===== src/rtl/clk_ctrl_pkg.sv =====
// Shared types and constants for the clock divider controller.
// Holds the FSM state encoding and the smallest legal divide ratio.
package clk_ctrl_pkg;

    typedef enum logic [1:0] {
        IDLE      = 2'd0,
        RUN       = 2'd1,
        STOP_PEND = 2'd2
    } state_t;

    localparam int MIN_DIV = 2;

endpackage


===== src/rtl/div_core.sv =====
// Period counter plus registered clock_out/tick generation.
// en and the counter describe the next cycle; divisor is the active D.
module div_core #(
    parameter int WIDTH = 16
) (
    input  logic             clock_in,
    input  logic             reset,
    input  logic             en,
    input  logic [WIDTH-1:0] divisor,
    output logic             clock_out,
    output logic             tick,
    output logic             last
);

    logic             r_act;
    logic [WIDTH-1:0] r_cnt;
    logic             r_clk;
    logic             r_tick;
    logic [WIDTH-1:0] w_half;
    logic [WIDTH-1:0] w_top;
    logic [WIDTH-1:0] w_cnt_nxt;

    assign w_half = divisor >> 1;
    assign w_top  = divisor - WIDTH'(1);
    assign last   = r_act && (r_cnt == w_top);

    // A fresh start or a wrap restarts at 0. D only changes at count 0, where
    // clock_out is always 1 and tick always 0 for any legal D, so comparing
    // against the current D is exact.
    assign w_cnt_nxt = (!en || !r_act || last) ? '0 : r_cnt + WIDTH'(1);

    // Counter and registered outputs for the coming cycle
    always_ff @(posedge clock_in) begin
        if (reset) begin
            r_act  <= 1'b0;
            r_cnt  <= '0;
            r_clk  <= 1'b0;
            r_tick <= 1'b0;
        end else begin
            r_act  <= en;
            r_cnt  <= w_cnt_nxt;
            r_clk  <= en && (w_cnt_nxt < w_half);
            r_tick <= en && (w_cnt_nxt == w_top);
        end
    end

    assign clock_out = r_clk;
    assign tick      = r_tick;

endmodule


===== src/rtl/clock_div_ctrl.sv =====
// Clock divider controller: start/stop FSM, single-entry divisor
// staging register with boundary-aligned apply, and period counter.
module clock_div_ctrl
    import clk_ctrl_pkg::*;
#(
    parameter int WIDTH       = 16,
    parameter int DEFAULT_DIV = 2
) (
    input  logic             clock_in,
    input  logic             reset,
    input  logic             start,
    input  logic             stop,
    input  logic             cfg_valid,
    input  logic [WIDTH-1:0] cfg_divisor,
    output logic             cfg_ready,
    output logic             cfg_err,
    output logic             clock_out,
    output logic             tick,
    output logic             busy,
    output logic [7:0]       tick_count
);

    state_t           r_state;
    logic             r_busy;
    logic [WIDTH-1:0] r_div;
    logic [WIDTH-1:0] r_pend;
    logic             r_pend_vld;
    logic             r_err;
    logic [7:0]       r_tcnt;

    logic w_last;
    logic w_en;
    logic w_xfer;
    logic w_illegal;
    logic w_apply;

    assign w_xfer    = cfg_valid && !r_pend_vld;
    assign w_illegal = cfg_divisor < WIDTH'(MIN_DIV);
    assign w_apply   = r_pend_vld && ((r_state == IDLE) || w_last);

    // Will the divider be active in the next cycle
    assign w_en = !reset && (((r_state == IDLE) && start) ||
                             (r_state == RUN) ||
                             ((r_state == STOP_PEND) && !w_last));

    // Run/stop state machine with registered busy
    always_ff @(posedge clock_in) begin
        if (reset) begin
            r_state <= IDLE;
            r_busy  <= 1'b0;
        end else begin
            unique case (r_state)
                IDLE: begin
                    if (start) begin
                        r_state <= RUN;
                        r_busy  <= 1'b1;
                    end
                end
                RUN: begin
                    if (stop) begin
                        r_state <= STOP_PEND;
                    end
                end
                STOP_PEND: begin
                    if (w_last) begin
                        r_state <= IDLE;
                        r_busy  <= 1'b0;
                    end
                end
                default: begin
                    r_state <= IDLE;
                    r_busy  <= 1'b0;
                end
            endcase
        end
    end

    // Divisor staging: illegal values are dropped with an error pulse
    always_ff @(posedge clock_in) begin
        if (reset) begin
            r_div      <= WIDTH'(DEFAULT_DIV);
            r_pend     <= '0;
            r_pend_vld <= 1'b0;
            r_err      <= 1'b0;
        end else begin
            r_err <= w_xfer && w_illegal;
            if (w_apply) begin
                r_div      <= r_pend;
                r_pend_vld <= 1'b0;
            end else if (w_xfer && !w_illegal) begin
                r_pend     <= cfg_divisor;
                r_pend_vld <= 1'b1;
            end
        end
    end

    // Completed-period counter, cleared on each start
    always_ff @(posedge clock_in) begin
        if (reset) begin
            r_tcnt <= '0;
        end else if ((r_state == IDLE) && start) begin
            r_tcnt <= '0;
        end else if (w_last) begin
            r_tcnt <= r_tcnt + 8'd1;
        end
    end

    div_core #(
        .WIDTH(WIDTH)
    ) u_core (
        .clock_in (clock_in),
        .reset    (reset),
        .en       (w_en),
        .divisor  (r_div),
        .clock_out(clock_out),
        .tick     (tick),
        .last     (w_last)
    );

    assign cfg_ready  = !r_pend_vld;
    assign cfg_err    = r_err;
    assign busy       = r_busy;
    assign tick_count = r_tcnt;

endmodule

===== config.mk =====
export PLATFORM = sky130hd
export DESIGN_NAME = clock_div_ctrl
export DESIGN_NICKNAME = d
export VERILOG_FILES = /design/src/rtl/clk_ctrl_pkg.sv /design/src/rtl/div_core.sv /design/src/rtl/clock_div_ctrl.sv
export SDC_FILE = /design/constraint.sdc
export NUM_CORES = 1
export LEC_CHECK = 0
export CAP_MARGIN = 20
export CORE_MARGIN = 4
export CORE_UTILIZATION = 50
export CTS_BUF_LIST = sky130_fd_sc_hd__clkbuf_8
export CTS_CLUSTER_SIZE = 40
export DETAILED_ROUTE_END_ITERATION = 8
export GPL_ROUTABILITY_DRIVEN = 0
export PLACE_DENSITY = 0.7
export SLEW_MARGIN = 30
export SYNTH_ARGS = -nofsm -noshare
export SYNTH_HDL_FRONTEND = slang
export SYNTH_SLANG_ARGS = --single-unit

===== constraint.sdc =====
create_clock -name clock_in -period 13.28 [get_ports clock_in]
set_input_delay 1.328 -clock clock_in [delete_from_list [all_inputs] [get_ports clock_in]]
set_output_delay 1.328 -clock clock_in [all_outputs]
set_load 0.05 [all_outputs]

==> flow_summary.json, run 1 <==
{
  "worst_hold_startpoint": "r_pend[14]",
  "post_synth_arst_share_pct": 0,
  "synthDominantCellAreaShare_pct": 30.20,
  "post_route_drc": 0,
  "yosysMostFrequentCell": "nor2_1",
  "rows": 33,
  "path_class": "reg2reg",
  "mean_routed_wirelength_per_cell_um": 16.57,
  "initial_utilization_pct": 51.64,
  "final_antenna_net_count": 0,
  "core_area_um2": 8217,
  "edff_count_synth": 0,
  "power.static_leakage_uw": 0.001901,
  "portBuffers": 33,
  "cts-buffers-inserted": 9,
  "family_with_the_most_delay_on_the_worst_path": "compound AO/OA/AOI/OAI gates",
  "worst_hold_path_type": "reg2reg",
  "layout.filler_cells": 739,
  "irDropWorstVdd_mv": 0.06756,
  "fp.dieArea_um2": 10020,
  "clockRootBuffer": "clkbuf_8",
  "post_synth.cell_area_avg_um2": 8.641,
  "globalRouteOverflowTotal": 0,
  "dpl-instance-area_um2": 4569,
  "clkSinkCount": 64,
  "regToRegStartpoint": "r_div[0]",
  "latest_clock_arrival_within_the_worst_skew_pair_ns": 0.36,
  "synth_ff_type": "dfxtp_1",
  "setup_total_negative_slack_ns": 0,
  "antenna_cells_inserted": 0,
  "combinationalPowerShare_pct": 22.0,
  "fraction_of_layout_cells_with_a_size_suffix_above_1_pct": 7.737,
  "vias": 3666,
  "die-height_um": 100.1,
  "final.hold.worst_slack_ns": 0.5030,
  "power.share.sequential_pct": 42.9,
  "final_cell_area_um2": 4768,
  "finalSetupViolCount": 0,
  "drt_iter0_markers": 248,
  "kind_of_end_point_of_the_critical_path": "flip-flop",
  "place_hpwl_um": 7767,
  "final.min_clock_period_ns": 4.760,
  "worst_pin_slew_ns": 0.9426,
  "grt_start_max_net_pins": 38,
  "synth.yosys.seq_area_share_pct": 30.20,
  "critical-path-slowest-cell": "a21o_2",
  "drt_wl_total_um": 10310,
  "routed_via_density": 5.894,
  "power.net_switching_uw": 153.6,
  "antenna_found_initial": 0,
  "intPower_uw": 332.5,
  "fin_nets": 550,
  "die_w_um": 100.1,
  "postSynthCellCount": 491,
  "clock_tree.buffer_depth": 2,
  "timing.critical_path.fanout_max": 33,
  "rsz_0062_raised_after_global_routing": "no",
  "ordered_cell_list_for_the_critical_path": "inv_1, ha_1, nor3b_2, nor2_1, a2111o_1, a2111oi_2, and4b_2, a21o_2, nor2_1, ha_1, a21o_1, a21o_1, a21oi_1, nor2b_1, o21ai_0, nand2b_1, a211oi_1, nand3b_1, a21oi_1",
  "worst_path_largest_cell_delay_ns": 0.52,
  "worst-path-buf-inv": 1,
  "sw_frac_of_total_pct": 31.59,
  "worst_setup_path_startpoint": "r_div[0]",
  "timing.clock.skew_ns": 0.01647,
  "max_cap_violations": 0,
  "worstPathRequired_ns": 13.57,
  "cts_tree": "done",
  "grt_usage_pct": 21.56,
  "p_clk_share_pct": 35.2,
  "finalCritPeriodShare_pct": 35.84,
  "setup.worst_path.start_class": "flip-flop",
  "cp_data_arrival_time_ns": 5.05,
  "clock.fmax_mhz": 210.1,
  "p_per_area_nw_per_um2": 101.9,
  "cts_repair_resize_count": 0,
  "cts_setup_buffers": 0,
  "area_growth_pct": 12.39,
  "slew_violations": 0,
  "synth_area_um2": 4243,
  "warnings_from_yosys": 0,
  "cts.hold.buffers_added": 0,
  "grt_first_pass_wirelength_um": 17080,
  "first_global_vias": 3518,
  "clk_transition_reported_paths_ns": 0.08,
  "net_count_after_synthesis": 529,
  "post_synth_most_frequent_cells": "77 x nor2_1, 64 x dfxtp_1, 34 x mux2i_1",
  "yosys_register_bits": 64,
  "drt_pass1_iterations": 5,
  "slew_headroom_pct": 37.16,
  "synth_top_cells_by_area": "dfxtp_1 30%, mux2i_1 8.0%, nor2_1 6.8%",
  "synthDistinctLibCells": 70,
  "clock_tree.htree_level_count": 3,
  "synth_area_leader_cell": "dfxtp_1",
  "ioPinCount": 34,
  "report.final.hold_viol_count": 0,
  "result_of_the_run": "finished, final reports clean"
}
## metrics by stage
stage | worst slack, ns | total power, uW | util [%] | cells
4_1_cts | 8.258 | 488.6 | 58.02 | 622
5_1_grt | 8.167 | 507.0 | 58.03 | 622
3_3_place_gp | 8.367 | 315.3 | 55.52 | 606
6_report | 8.520 | 486.1 | 58.03 | 622
3_5_place_dp | 8.267 | 318.1 | 55.61 | 606
2_1_floorplan | 9.091 | 293.4 | - | 491
## state kept, by name, indices dropped and copies added (netlist names)
signal / cells
busy: 1
cfg_err: 1
r_div: 16
r_pend: 16
r_pend_vld: 1
r_state: 2
tick_count: 8
u_core.clock_out: 1
u_core.r_act: 1
u_core.r_cnt: 16
u_core.tick: 1
## power groups by stage
stage | combinational, uW | clock (uW) | sequential, uW
global placement | 103 | 0 | 212
detailed placement | 106 | 0 | 212
finish | 107 | 171 | 208
CTS | 106 | 174 | 208
floorplan | 83.1 | 0 | 210
global route | 116 | 181 | 209
## final cells by class
type	instances	area, um^2	share of cell area, %
clock buffer	9	123.9	2.598
clock inverter	7	73.82	1.548
inverter	22	82.58	1.732
multi-input combinational	381	2738	57.41
sequential	64	1281	26.87
tap	105	131.4	2.755
timing repair buffer	34	337.8	7.085
## cells by family (layout without fill, tap and decap cells)
group / after synthesis / after routing / share of synthesized area (%)
AND/OR/NAND/NOR: 193 / 193 / 24.89
AO/OA/AOI/OAI: 79 / 79 / 13.42
flip-flops: 64 / 64 / 30.20
XOR/XNOR: 57 / 57 / 12.71
buffers and inverters: 46 / 72 / 5.485
multiplexers: 35 / 35 / 8.287
adder cells (fa/ha/maj): 17 / 17 / 5.013
## worst paths after layout
check / end / slack [ns] / depth (start not counted)
worst min register to register: r_pend[14] / 0.50 / 2
worst max-delay path: u_core.clock_out / 8.52 / 19
worst min-delay path: r_pend[14] / 0.50 / 2
worst max register to register: u_core.clock_out / 8.52 / 19
## worst min-delay path: stages, from the launching register on
cell	delay, ns
dfxtp_1	0.33
mux2i_1	0.07
nor2_1	0.07
## layout by cell type (no fill, tap or decap), types with 4 or more instances in the layout
| cell | n |
|---|---|
| and3_1 | 5 |
| a21o_1 | 6 |
| or3_1 | 6 |
| o211ai_1 | 6 |
| clkbuf_8 | 9 |
| nand2b_1 | 6 |
| nand2_1 | 18 |
| nor2b_1 | 4 |
| and2_1 | 7 |
| nor3_1 | 10 |
| inv_1 | 23 |
| and4_1 | 5 |
| nor4_1 | 4 |
| xnor2_1 | 27 |
| clkdlybuf4s50_1 | 33 |
| mux2i_1 | 34 |
| a21oi_1 | 18 |
| ha_1 | 17 |
| a211oi_1 | 4 |
| nand4_1 | 12 |
| nand3_1 | 14 |
| dfxtp_1 | 64 |
| nor2_1 | 77 |
| xor2_1 | 27 |
| o21ai_0 | 12 |
## metal layers
| layer | wire length (um) | GRT usage, % | vias up |
|---|---|---|---|
| met5 | 0 | 0 | - |
| met4 | 269 | 7.876 | 0 |
| met3 | 652 | 5.976 | 25 |
| met2 | 4658 | 34.17 | 115 |
| met1 | 4727 | 28.12 | 1742 |
| li1 | - | - | 1784 |
Power figures use the tool's default switching activity.
==> run 2, diff against run 1 <==
--- a/config.mk
+++ b/config.mk
@@ -12,7 +12,7 @@
 export CTS_CLUSTER_SIZE = 40
 export DETAILED_ROUTE_END_ITERATION = 8
 export GPL_ROUTABILITY_DRIVEN = 0
-export PLACE_DENSITY = 0.7
+export PLACE_DENSITY = 0.73
 export SLEW_MARGIN = 30
 export SYNTH_ARGS = -nofsm -noshare
 export SYNTH_HDL_FRONTEND = slang
==> constraint.sdc (replaced) <==
create_clock -name clock_in -period 4.34 [get_ports clock_in]
set_input_delay 0.434 -clock clock_in [delete_from_list [all_inputs] [get_ports clock_in]]
set_output_delay 0.434 -clock clock_in [all_outputs]
set_load 0.05 [all_outputs]
==> run 2 against run 1 <==
Against the previous run: utilization is 0.79 points higher; via count about the same; combinational power increased to 3.2 times the previous value; register-to-register slack worse by 8.2 ns; wire length down 1.2%; clock-buffer cell count stayed put; first-iteration DRC count is 51% higher; highest routed layer unchanged.
==> flow_summary.json, run 2 (synthesis gave the netlist of run 1 again) <==
{
  "ioPinCount": 34,
  "cts-buffers-inserted": 9,
  "clk_transition_reported_paths_ns": 0.08,
  "first_global_vias": 3370,
  "globalRouteOverflowTotal": 0,
  "grt_first_pass_wirelength_um": 16660,
  "worst_pin_slew_ns": 0.9077,
  "grt_start_max_net_pins": 37,
  "portBuffers": 33,
  "critical_path.most_common_cell": "a21o_1",
  "timing.clock.skew_ns": 0.01279,
  "cts.hold.buffers_added": 0,
  "drt_iter0_markers": 375,
  "clockRootBuffer": "clkbuf_8",
  "max_cap_violations": 0,
  "setup.worst_path.start_class": "flip-flop",
  "clkSinkCount": 64,
  "fraction_of_layout_cells_with_a_size_suffix_above_1_pct": 9.506,
  "worst_hold_path_type": "reg2reg",
  "rsz_0062_raised_after_global_routing": "no",
  "vias": 3667,
  "finalSetupViolCount": 0,
  "layout_commonest_cell": "nor2_1",
  "kind_of_end_point_of_the_critical_path": "flip-flop",
  "worst-path-buf-inv": 0,
  "cts_tree": "done",
  "regToRegStartpoint": "r_div[2]",
  "antenna_found_initial": 0,
  "clock.fmax_mhz": 247.2,
  "die-height_um": 100.1,
  "final.hold.worst_slack_ns": 0.4907,
  "setup_total_negative_slack_ns": 0,
  "worst_path_largest_cell_delay_ns": 0.52,
  "latest_clock_arrival_within_the_worst_skew_pair_ns": 0.35,
  "report.final.hold_viol_count": 0,
  "final_antenna_net_count": 0,
  "rows": 33,
  "worst-r2r-cell-count": 17,
  "path_class": "reg2reg",
  "antenna_cells_inserted": 0,
  "ordered_cell_list_for_the_critical_path": "or3_1, nor4_2, xnor2_1, o21ai_2, a2111oi_4, a21o_1, nor2_1, ha_1, a21o_1, a21o_1, a21oi_1, nor2b_1, o21ai_0, nand2b_1, a211oi_2, nand3b_1, a21oi_1",
  "mean_routed_wirelength_per_cell_um": 16.14,
  "irDropWorstVdd_mv": 0.2656,
  "family_with_the_most_delay_on_the_worst_path": "compound AO/OA/AOI/OAI gates",
  "slew_violations": 0,
  "clock_tree.htree_level_count": 3,
  "area_growth_pct": 13.92,
  "hold_path_end": "r_div[1]",
  "regToRegEndpoint": "u_core.clock_out",
  "worst_hold_startpoint": "r_pend[1]",
  "cts_setup_buffers": 0,
  "cp_data_arrival_time_ns": 4.34,
  "grt_usage_pct": 20.88,
  "rrSetupSlack_ns": 0.29,
  "fin_nets": 560,
  "drt_pass1_iterations": 6,
  "reg.largest.list": "r_div: 16 flops, r_pend: 16 flops, u_core.r_cnt: 16 flops",
  "layout.cells.most_common_list": "77 x nor2_1, 64 x dfxtp_1, 34 x mux2i_1",
  "drt_wl_total_um": 10180,
  "die_w_um": 100.1,
  "fp.dieArea_um2": 10020,
  "critical-path-slowest-cell": "or3_1",
  "holdPathStages": 2,
  "power.static_leakage_uw": 0.001948,
  "finalCritPeriodShare_pct": 93.21,
  "core_area_um2": 8217,
  "p_per_area_nw_per_um2": 306.3,
  "place_hpwl_um": 7866,
  "worst-path-stages": 17,
  "clock_tree.buffer_depth": 2,
  "worstPathRequired_ns": 4.63,
  "final.min_clock_period_ns": 4.045,
  "timing.critical_path.fanout_max": 11,
  "slew_headroom_pct": 39.49,
  "result_of_the_run": "finished, final reports clean",
  "post_route_drc": 0,
  "routed_via_density": 5.811,
  "initial_utilization_pct": 51.64
}
run 2: worst reg2reg max path, stage by stage, from the launching register on:
cell and delay [ns]:
dfxtp_1 0.51, or3_1 0.52, nor4_2 0.45, xnor2_1 0.22, o21ai_2 0.13, a2111oi_4 0.31
a21o_1 0.22, nor2_1 0.07, ha_1 0.30, a21o_1 0.18, a21o_1 0.18, a21oi_1 0.16
nor2b_1 0.06, o21ai_0 0.14, nand2b_1 0.09, a211oi_2 0.22, nand3b_1 0.11, a21oi_1 0.13
run 2: per-layer routing:
| metal | part of all wire (%) | track usage [%] |
|---|---|---|
| met1 | 47 | 29.55 |
| met2 | 44 | 31.35 |
| met3 | 7.1 | 4.934 |
| met4 | 2.2 | 6.839 |
| met5 | 0 | 0 |
run 2: metrics by stage:
step	worst slack, ns	utilization, %	total power [uW]	cell area (um^2)	instances
6_report	0.2945	58.82	1481	4833	631
5_1_grt	0.05061	58.82	1547	4833	631
4_1_cts	0.3301	58.69	1482	4822	631
3_5_place_dp	0.3613	56.43	985.2	4637	616
3_3_place_gp	0.4911	56.43	978.2	4637	616
2_1_floorplan	0.1506	-	897.7	4243	491
run 2: how the worst max path moves through the flow:
| stage | from | to | slack, ns |
|---|---|---|---|
| after CTS | r_div[2] | u_core.clock_out | 0.33 |
| after detailed placement | r_div[0] | u_core.clock_out | 0.36 |
| after floorplan | r_div[0] | u_core.clock_out | 0.15 |
| after global placement | r_div[0] | u_core.clock_out | 0.49 |
| final | r_div[2] | u_core.clock_out | 0.29 |
| after global routing | r_div[0] | u_core.clock_out | 0.05 |
run 2: cell type report:
type | count | area [um^2]
Fill cell | 724 | 3383
Multi-Input combinational cell | 381 | 2740
Sequential cell | 64 | 1281
Timing Repair Buffer | 44 | 412.9
Tap cell | 105 | 131.4
Clock buffer | 9 | 123.9
Inverter | 22 | 82.58
Clock inverter | 6 | 61.31
run 2: what timing repair did:
item | 4_1_cts | 5_1_grt
endpoints found under the hold margin | 0 | 0
resized for setup | 0 | 2
endpoints found under the setup margin | 0 | 1
run 2: power breakdown:
part | internal [uW] | switching (uW) | leakage, uW
clock network | 260 | 243 | 0.0000948
registers | 609 | 23.6 | 0.000520
logic | 156 | 189 | 0.00133
==> run 3, diff against run 2 <==
--- a/config.mk
+++ b/config.mk
@@ -13,6 +13,7 @@
 export DETAILED_ROUTE_END_ITERATION = 8
 export GPL_ROUTABILITY_DRIVEN = 0
 export PLACE_DENSITY = 0.73
+export REMOVE_ABC_BUFFERS = 1
 export SLEW_MARGIN = 30
 export SYNTH_ARGS = -nofsm -noshare
 export SYNTH_HDL_FRONTEND = slang
==> run 3 against run 2 <==
Against the previous run: maximum frequency up 0.82%; design area up 1.4%; sequential share of layout area down 0.38 points; sequential power about the same; total power up 6.0%; largest power group unchanged; combinational power up 2%; non-clock buffer count down 1; global-route usage about the same.
==> flow_summary.json, run 3 (synthesis gave the netlist of run 1 again) <==
{
  "irDropWorstVdd_mv": 0.3430,
  "antenna_found_initial": 0,
  "latest_clock_arrival_within_the_worst_skew_pair_ns": 0.35,
  "routed_via_density": 5.846,
  "slew_headroom_pct": 38.06,
  "antenna_cells_inserted": 0,
  "rows": 33,
  "clockRootBuffer": "clkbuf_8",
  "ordered_cell_list_for_the_critical_path": "inv_1, ha_2, buf_4, nor3b_2, and4_1, xnor2_1, nand3_1, a2111oi_4, a21o_1, buf_4, nor2_1, ha_1, a21o_1, a21o_1, a21oi_1, nor2b_1, o21ai_0, nand2b_1, a211oi_1, nand3b_1, a21oi_1",
  "fraction_of_layout_cells_with_a_size_suffix_above_1_pct": 9.714,
  "clk_transition_reported_paths_ns": 0.08,
  "place_hpwl_um": 7855,
  "worst_path_largest_cell_delay_ns": 0.42,
  "final_cell_area_um2": 4903,
  "area_growth_pct": 15.57,
  "clock_tree.htree_level_count": 3,
  "layout.cells.most_common_list": "77 x nor2_1, 64 x dfxtp_1, 34 x mux2i_1",
  "intPower_uw": 1093,
  "grt_usage_pct": 20.84,
  "critical-path-slowest-cell": "a2111oi_4",
  "first_global_vias": 3458,
  "p_per_area_nw_per_um2": 320.1,
  "clkSinkCount": 64,
  "pre_cts_ws_ns": 0.2696,
  "finalCritPeriodShare_pct": 92.46,
  "clock.fmax_mhz": 249.2,
  "kind_of_end_point_of_the_critical_path": "flip-flop",
  "post_route_drc": 0,
  "core_area_um2": 8217,
  "grt_first_pass_wirelength_um": 16650,
  "combinationalPowerShare_pct": 22.4,
  "power.net_switching_uw": 476.7,
  "result_of_the_run": "finished, final reports clean",
  "rsz_0062_raised_after_global_routing": "no",
  "report.final.hold_viol_count": 0,
  "final_antenna_net_count": 0,
  "sw_frac_of_total_pct": 30.37,
  "grt_start_max_net_pins": 37,
  "cts-buffers-inserted": 9,
  "die_w_um": 100.1,
  "timing.critical_path.fanout_max": 10,
  "initial_utilization_pct": 51.64,
  "worstPathRequired_ns": 4.63,
  "mean_routed_wirelength_per_cell_um": 16.34,
  "path_class": "reg2reg",
  "finalSetupViolCount": 0,
  "cts.hold.buffers_added": 0,
  "final.hold.worst_slack_ns": 0.5004,
  "die-height_um": 100.1,
  "setup.worst_path.start_class": "flip-flop",
  "numPlacedInstances": 613,
  "ioPinCount": 34,
  "max_cap_violations": 0,
  "timing.final.ws_setup_ns": 0.3273,
  "fin_nets": 559,
  "globalRouteOverflowTotal": 0,
  "worst_pin_slew_ns": 0.9194,
  "clock_tree.buffer_depth": 2,
  "power.share.sequential_pct": 40.4,
  "fp.dieArea_um2": 10020,
  "drt_iter0_markers": 273,
  "cp_data_arrival_time_ns": 4.30,
  "vias": 3683,
  "layout_commonest_cell": "nor2_1",
  "finalNonFillerCells": 630,
  "fin_util_pct": 59.68,
  "final.min_clock_period_ns": 4.013,
  "critical_path.most_common_cell": "a21o_1",
  "drt_pass1_iterations": 6,
  "drt_wl_total_um": 10290,
  "worst_hold_path_type": "reg2reg",
  "timing.clock.skew_ns": 0.01285,
  "dpl-instance-area_um2": 4614,
  "cts_tree": "done",
  "power.static_leakage_uw": 0.001963,
  "p_clk_share_pct": 37.2,
  "slew_violations": 0,
  "portBuffers": 33,
  "reg.largest.list": "r_div: 16 flops, r_pend: 16 flops, u_core.r_cnt: 16 flops"
}
==> run 3: worst max-delay path: cells and delay by family, from the launching register on <==
| family | cells | cell delay (ns) |
|---|---|---|
| adder cells (fa/ha/maj) | 2 | 0.44 |
| flip-flops | 1 | 0.32 |
| AND/OR/NAND/NOR | 7 | 1.02 |
| XOR/XNOR | 1 | 0.16 |
| AO/OA/AOI/OAI | 8 | 1.58 |
| buffers and inverters | 3 | 0.43 |
==> run 3: per-layer routing <==
layer | GRT usage (%) | share of wire, %
met1 | 28.62 | 44
met4 | 6.632 | 2.0
met2 | 33.15 | 46
met5 | 0 | 0
met3 | 3.961 | 7.2
==> run 3: timing repair <==
action	4_1_cts	5_1_grt
setup buffers	0	2
endpoints found under the setup margin	0	1
hold endpoints to repair	0	0
gates resized for setup	0	8
==> run 3: power groups by stage <==
stage,Combinational [uW],Sequential [uW],Clock (uW)
floorplan,230,651,0
global placement,323,646,0
detailed placement,330,647,0
CTS,332,633,585
global route,379,638,613
finish,352,634,583
==> run 3: through the flow <==
step	setup TNS, ns	total power [uW]
floorplan	-0.05929	880.6
CTS	0	1550
global placement	0	968.3
finish	0	1570
global route	0	1630
detailed placement	0	976.8
==> run 3: final cells by class <==
class	instances	area [um^2]
inverter	22	82.58
clock buffer	9	123.9
fill	708	3313
tap	105	131.4
timing repair buffer	43	405.4
multi-input combinational	381	2786
sequential	64	1281
clock inverter	6	92.59
==> run 3: path summary, 6_finish.rpt <==
kind | start | end | slack, ns | cells past startpoint
worst max-delay path | r_div[0] | u_core.clock_out | 0.33 | 21
worst min-delay path | r_pend[15] | r_pend[15] | 0.50 | 2
worst max register to register | r_div[0] | u_core.clock_out | 0.33 | 21
worst min register to register | r_pend[15] | r_pend[15] | 0.50 | 2
